--- src/rtl/avalon_st_pkg.sv ---
// Shared definitions for the Avalon-ST packet arbiter.
//   state_e     : arbiter FSM encoding (IDLE = arbitrate, LOCK = stream one packet)
//   AVST_DATA_W : default beat data width
//   AVST_CH_W   : default channel width
package avalon_st_pkg;

  typedef enum logic {
    ST_IDLE = 1'b0,
    ST_LOCK = 1'b1
  } state_e;

  localparam int AVST_DATA_W = 8;
  localparam int AVST_CH_W   = 2;

endpackage

--- src/rtl/rr_select.sv ---
// Rotating-priority requester select (purely combinational).
//   req        : request vector, one bit per source
//   last_grant : source granted most recently; it gets lowest priority
//   any_req    : at least one request present
//   next_grant : first requester found scanning upward from last_grant+1, wrapping
module rr_select #(
  parameter int NUM_SRC = 3,
  parameter int CH_W    = 2
) (
  input  logic [NUM_SRC-1:0] req,
  input  logic [CH_W-1:0]    last_grant,
  output logic               any_req,
  output logic [CH_W-1:0]    next_grant
);

  always_comb begin
    int idx;
    idx        = 0;
    any_req    = |req;
    next_grant = '0;
    // Walk from the farthest position down to the nearest so the nearest
    // requester after last_grant is the one left standing.
    for (int k = NUM_SRC; k >= 1; k--) begin
      idx = (int'(last_grant) + k) % NUM_SRC;
      if (req[idx]) next_grant = CH_W'(idx);
    end
  end

endmodule

--- src/rtl/avalon_st_packet_arbiter.sv ---
// Packet-granular round-robin arbiter sharing one Avalon-ST sink.
//   clk, reset              : clock, synchronous active-high reset
//   src_valid/data/eop      : per-source beat inputs (source i at data[i*DATA_W +: DATA_W])
//   src_ready               : per-source ready, combinational
//   out_valid/data/eop      : registered beat to the sink
//   out_channel             : source index of the current out beat
//   out_ready               : sink ready
//   busy                    : a grant is locked
// A grant is locked from the arbitration cycle until the granted source's
// eop beat is accepted; each packet costs one IDLE (arbitration) cycle.
module avalon_st_packet_arbiter
  import avalon_st_pkg::*;
#(
  parameter int NUM_SRC = 3,
  parameter int DATA_W  = AVST_DATA_W,
  parameter int CH_W    = AVST_CH_W
) (
  input  logic                      clk,
  input  logic                      reset,
  input  logic [NUM_SRC-1:0]        src_valid,
  input  logic [NUM_SRC*DATA_W-1:0] src_data,
  input  logic [NUM_SRC-1:0]        src_eop,
  output logic [NUM_SRC-1:0]        src_ready,
  output logic                      out_valid,
  output logic [DATA_W-1:0]         out_data,
  output logic                      out_eop,
  output logic [CH_W-1:0]           out_channel,
  input  logic                      out_ready,
  output logic                      busy
);

  if (NUM_SRC < 2 || (1 << CH_W) < NUM_SRC) begin : g_bad_param
    $error("avalon_st_packet_arbiter: need NUM_SRC >= 2 and 2**CH_W >= NUM_SRC");
  end

  state_e                           state, state_nxt;
  logic   [CH_W-1:0]                grant, last_grant, sel;
  logic                             any_req;
  logic   [NUM_SRC-1:0][DATA_W-1:0] lane_data;
  logic                             g_valid, g_eop;
  logic   [DATA_W-1:0]              g_data;
  logic                             load, acc;

  assign lane_data = src_data;

  rr_select #(.NUM_SRC(NUM_SRC), .CH_W(CH_W)) u_rr (
    .req        (src_valid),
    .last_grant (last_grant),
    .any_req    (any_req),
    .next_grant (sel)
  );

  // Granted-lane mux; compare against each index rather than indexing with
  // grant so the index width never has to match NUM_SRC.
  always_comb begin
    g_valid = 1'b0;
    g_eop   = 1'b0;
    g_data  = '0;
    for (int i = 0; i < NUM_SRC; i++) begin
      if (grant == CH_W'(i)) begin
        g_valid = src_valid[i];
        g_eop   = src_eop[i];
        g_data  = lane_data[i];
      end
    end
  end

  // Output register can take a beat when empty or being drained this cycle.
  assign load = !out_valid || out_ready;
  assign acc  = (state == ST_LOCK) && load && g_valid;
  assign busy = (state == ST_LOCK);

  for (genvar i = 0; i < NUM_SRC; i++) begin : g_rdy
    assign src_ready[i] = (state == ST_LOCK) && load && (grant == CH_W'(i));
  end

  always_ff @(posedge clk) begin
    if (reset) state <= ST_IDLE;
    else       state <= state_nxt;
  end

  always_comb begin
    state_nxt = state;
    case (state)
      ST_IDLE: if (any_req)       state_nxt = ST_LOCK;
      ST_LOCK: if (acc && g_eop)  state_nxt = ST_IDLE;
      default:                    state_nxt = ST_IDLE;
    endcase
  end

  always_ff @(posedge clk) begin
    if (reset) begin
      out_valid   <= 1'b0;
      out_data    <= '0;
      out_eop     <= 1'b0;
      out_channel <= '0;
      grant       <= '0;
      last_grant  <= CH_W'(NUM_SRC - 1);
    end else begin
      if (state == ST_IDLE && any_req) grant <= sel;
      if (acc) begin
        out_valid   <= 1'b1;
        out_data    <= g_data;
        out_eop     <= g_eop;
        out_channel <= grant;
        if (g_eop) last_grant <= grant;
      end else if (out_ready) begin
        out_valid <= 1'b0;
      end
    end
  end

endmodule

--- config.mk ---
export PLATFORM = sky130hd
export DESIGN_NAME = avalon_st_packet_arbiter
export DESIGN_NICKNAME = d
export VERILOG_FILES = /design/src/rtl/avalon_st_pkg.sv /design/src/rtl/rr_select.sv /design/src/rtl/avalon_st_packet_arbiter.sv
export SDC_FILE = /design/constraint.sdc
export NUM_CORES = 1
export LEC_CHECK = 0
export CORE_ASPECT_RATIO = 1.5
export CORE_MARGIN = 2
export CORE_UTILIZATION = 43
export CTS_BUF_LIST = sky130_fd_sc_hd__clkbuf_4 sky130_fd_sc_hd__clkbuf_8
export CTS_CLUSTER_SIZE = 24
export DETAILED_ROUTE_END_ITERATION = 10
export PLACE_DENSITY = 0.89
export SLEW_MARGIN = 10
export SYNTH_ARGS = -nofsm -noshare
export SYNTH_HDL_FRONTEND = slang
export SYNTH_SLANG_ARGS = --single-unit
--- constraint.sdc ---
create_clock -name clk -period 2.2 [get_ports clk]
set_input_delay 0.44 -clock clk [delete_from_list [all_inputs] [get_ports clk]]
set_output_delay 0.44 -clock clk [all_outputs]
set_load 0.05 [all_outputs]
* Word level (Yosys, flattened, before mapping)
Index checks and enable logic that the tools add are counted.
W data, S select, Z words.
** Word-level totals
- Register bits after elaboration :: 17
- Bits of input ports :: 33
- Output and inout bits :: 16
- Logic and storage cells :: 58
** Operators by class
- Add/sub/neg operators :: 3
- Divide/modulo/power cells :: 3
- $lt $le $gt $ge :: 3
- Equal/unequal tests :: 2
- Muxes and demuxes :: 26
- Bitwise operators :: 1
- Reduce and logical (&&, ||, !) cells :: 13
** Operators with widths (count)
- $lt A32 B4 Y1 const B :: 3
- $mod A32 B3 Y32 const B :: 3
- $mux W8 :: 3
- $mux W1 :: 16
- $logic_and A1 B1 Y1 :: 7
- $add A2 B2 Y3 const B :: 2
- $bmux W1 S2 :: 3
- $mux W2 :: 3
- $add A2 B1 Y3 const B :: 1
- $reduce_or A3 Y1 :: 1
- $eq A2 B1 Y1 const B :: 1
- $eq A2 B2 Y1 const B :: 1
- $logic_not A2 Y1 :: 1
- $pmux W1 S2 :: 1
- $reduce_and A2 Y1 :: 1
- $reduce_bool A2 Y1 :: 1
- $logic_not A1 Y1 :: 1
- $logic_or A1 B1 Y1 :: 1
- $not A1 Y1 :: 1

* Longest topological paths before layout
- Word-level depth :: 8
- Gate-level depth with buffers :: 7
- Mapped depth without buffers :: 6

* Modules after synthesis
A second synthesis with hierarchy kept.
** Second synthesis, totals
- Cell total of the unflattened synthesis :: 121
- Area total of the unflattened synthesis :: 1137.3 um^2
** By module, submodules not included
- avalon_st_packet_arbiter :: times used 1, cells each 101, area an instance 987.2 um^2, sequential area each 340.3 um^2
- rr_select :: times used 1, cells each 20, area an instance 150.1 um^2, sequential area each 0.0 um^2

* Worst setup path before layout
Ideal clock, no wire load.
- Path kind :: flip-flop to output port
- Start point :: register state (netlist: busy)
- End point :: output src_ready[0]
- Arrival time :: 2.062 ns
- Setup slack :: -0.302 ns
- Stages on the path, launching flop included :: 3
- Path buffers :: 0
- Path through :: dfxtp_1 -> nand2_1 -> nor3_1
** On the way
- Longest elaborated chain between the ends :: 2
** Ends and longest elaborated chain
- start, declared :: line avalon_st_packet_arbiter.sv:36 : state_e state, state_nxt;
- start signal, assigned :: line avalon_st_packet_arbiter.sv:79 : else state <= state_nxt;
- $logic_and A1 B1 Y1 (2 in a row) :: line avalon_st_packet_arbiter.sv:74 : assign src_ready[i] = (state == ST_LOCK) && load && (grant == CH_W'(i));
- end, declared :: line avalon_st_packet_arbiter.sv:23 : output logic [NUM_SRC-1:0] src_ready,
No other way between the ends.

* Worst setup path in the final report
- Start point :: input out_ready
- End point :: output src_ready[1]
** On the way
- Longest elaborated chain between the ends :: 3
** Ends and longest elaborated chain
- start, declared :: line avalon_st_packet_arbiter.sv:28 : input logic out_ready,
- $logic_or A1 B1 Y1 :: line avalon_st_packet_arbiter.sv:69 : assign load = !out_valid || out_ready;
- $logic_and A1 B1 Y1 (2 in a row) :: line avalon_st_packet_arbiter.sv:74
No other way between the ends.

==> results by group <==
Logic synthesis
  • Synthesized instance count: 131
  • Register area share after synthesis: 30.9%
  • Yosys reg bits: 17
  • Unique masters post-synth: 38
  • Cell area after synthesis: 0.00110 mm^2
  • Share of synthesized registers carrying an async set or reset: 0%
  • Top FF cell, synth: dfxtp_1
  • Top cell type's share of synthesized area: 30.9%
  • Syn nets: 168
  • YS warnings: 0
  • Post-synth EDFFs: 0
  • Top post-synthesis cells by area: dfxtp_1 (31%), mux2i_1 (13%), a21oi_1 (10%), a311oi_1 (6.4%), nor2_1 (4.8%)
  • Synth area leader: dfxtp_1
  • Syn Area/Cell: 8.41 um^2

Setup path
  • Critical path data arrival time: 1650 ps
  • Delay-heaviest family, CP: simple AND/OR/NAND/NOR gates
  • Crit path kind: in -> out
  • CP startpoint kind: primary input
  • CP Buf/Inv Count: 2
  • CP required: 1760 ps
  • Crit end category: primary output
  • CP max stage cell: clkdlybuf4s50_1
  • Largest fanout on the critical path: 4
  • Critical-path cell list: clkdlybuf4s50_1, nand2b_1, nand2_1, nor2_1, and2_1, buf_12
  • Critical Path Max Stage Delay: 440 ps

Floorplan
  • IO Count: 49
  • Die H: 66.0 um
  • Number of cell rows: 22
  • Die Wd: 45.3 um
  • Starting Density: 45.0%
  • Die Footprint: 0.00299 mm^2
  • Core area: 0.00245 mm^2

Clock network
  • Post-CTS setup repair buffer count: 0
  • Root Driver: clkbuf_4
  • Clk sink count: 17
  • TritonCTS clock tree: yes
  • Clock buffer depth: 2
  • Post-CTS resize count: 0
  • Clock slew at reported path FFs: 90 ps
  • Worst-Skew Late Latency: 290 ps
  • Hold bufs inserted after CTS: 0
  • CTS Buf Count: 3
  • H-tree depth: 1

Outcome
  • Outcome: finished clean

STA
  • Worst slew margin: 64.2%
  • Worst setup margin: 109 ps
  • Final Cycle Share: 95.1%
  • Setup Viol. Count Final: 0
  • Max Fclk: 0.478 GHz
  • RSZ-0062 raised after global routing: false
  • Final min period: 2090 ps
  • Worst Skew: 0.927 ps
  • Tightest Pin Transition: 536 ps
  • Final hold violation count: 0
  • Setup total negative slack: 0 ps
  • Max Slew Vio Count: 0

Final layout
  • Layout cells sized above 1: 11.7%
  • Fin nets: 218
  • Diodes inserted: 0
  • Layout area overhead: 52.7%

Power and ir drop
  • Gate power share: 44.7%
  • Power Dens Cells: 577 mW/mm^2
  • Sw Share: 36.8%
  • Peak VDD IR: 0.000356 V
  • Internal Power: 0.613 mW
  • Power, Total: 0.971 mW
  • P_sw: 0.358 mW
  • Share of total power in sequential cells: 36.5%
  • Lkg Pwr: 0.662 nW
  • Part of the power in the clock network: 18.8%

Placement
  • Setup Slack @ Placement: 111 ps
  • Placer congestion estimate: 0.814
  • DP Wirelength: 2410 um
  • I/O Buffers: 48

Global route
  • Vias in the first global route: 1167
  • Overflow after GRT: 0
  • First-pass GRT wire length: 4820 um
  • Overall routing resource usage: 21.7%
  • Largest net degree at the start of global routing: 21
  • Initial antenna violation count: 0

Detailed routing
  • 1st-pass router iterations: 4
  • DR vias: 1176
  • Avg WL per Cell: 14.7 um
  • Final ANT Viol Nets: 0
  • Avg Vias per Cell: 5.76
  • Residual DRC: 0
  • Routed wire length: 2990 um
  • Initial drt markers: 21

Run
  • Max cap viols: 0

Min path
  • Worst Hold Class: reg -> reg
synth_stat cells (2+ instances only):
cell,n
inv_1,5
a311oi_1,8
dfxtp_1,17
mux2i_1,14
clkbuf_1,3
nand2b_1,3
nor3_1,3
nand2_1,4
buf_2,5
a21oi_1,22
buf_4,3
ha_1,4
and2_1,2
nor2_1,14
power groups by stage:
stage | registers [mW] | clock network [mW] | logic (mW)
detailed placement | 0.362 | 0 | 0.435
floorplan | 0.433 | 0 | 0.196
finish | 0.355 | 0.182 | 0.434
CTS | 0.355 | 0.187 | 0.436
global placement | 0.361 | 0 | 0.422
global route | 0.359 | 0.201 | 0.464
registers in the layout (all words and copies together) (netlist names):
name         flops
out_eop          1
out_data         8
last_grant       2
out_valid        1
busy             1
grant            2
out_channel      2
through the flow:
step	utilization (%)	hold slack (ps)	cell area [um^2]	instances
4_1_cts	68.7	486	1680	204
5_1_grt	68.7	540	1680	204
3_5_place_dp	67.5	469	1650	200
2_1_floorplan	-	483	1110	131
3_3_place_gp	67.5	478	1650	200
6_report	68.7	482	1680	204
final cells by class:
class / count / area [um^2]
sequential: 17 / 340
inverter: 5 / 18.8
tap: 24 / 30.0
clock buffer: 4 / 30.0
multi-input combinational: 97 / 686
timing repair buffer: 57 / 578
fill: 193 / 767
placed cells by master (no fill, tap or decap), types with 3 or more instances in the layout:
cell	count
nand2_1	4
a311oi_1	8
buf_12	3
clkdlybuf4s50_1	45
clkbuf_4	4
buf_4	9
inv_1	5
mux2i_1	14
nand2b_1	3
dfxtp_1	17
a21oi_1	22
ha_1	4
nor2_1	14
kinds of logic (layout without fill, tap and decap cells):
logic type / Yosys count / count (layout) / share of synthesized area (%)
DFF: 17 / 17 / 30.9
adders and majority gates: 4 / 4 / 4.54
AOI/OAI and AO/OA: 44 / 44 / 27.0
muxes: 15 / 15 / 13.7
and+or+nand+nor: 34 / 34 / 16.5
buffers and inverters: 17 / 66 / 7.38
layer usage:
layer | GRT usage (%) | part of all wire, %
met4 | 14.3 | 4.8
met3 | 2.19 | 3.7
met5 | 0 | 0
met2 | 38.8 | 55
met1 | 22.6 | 36
tightest hold or removal path, cell delays in order (launching register included):
cell and delay (ps):
dfxtp_1 320, o21ai_0 60, a21oi_1 60
final timing paths:
kind,endpoint,cells after the start,slack [ps],start
setup reg to reg,grant[1],6,360,last_grant[0]
hold / removal,out_channel[0],2,480,out_channel[0]
setup / recovery,src_ready[1],6,110,out_ready
hold reg to reg,out_channel[0],2,480,out_channel[0]
No activity file was read; power rests on OpenSTA's default activity.
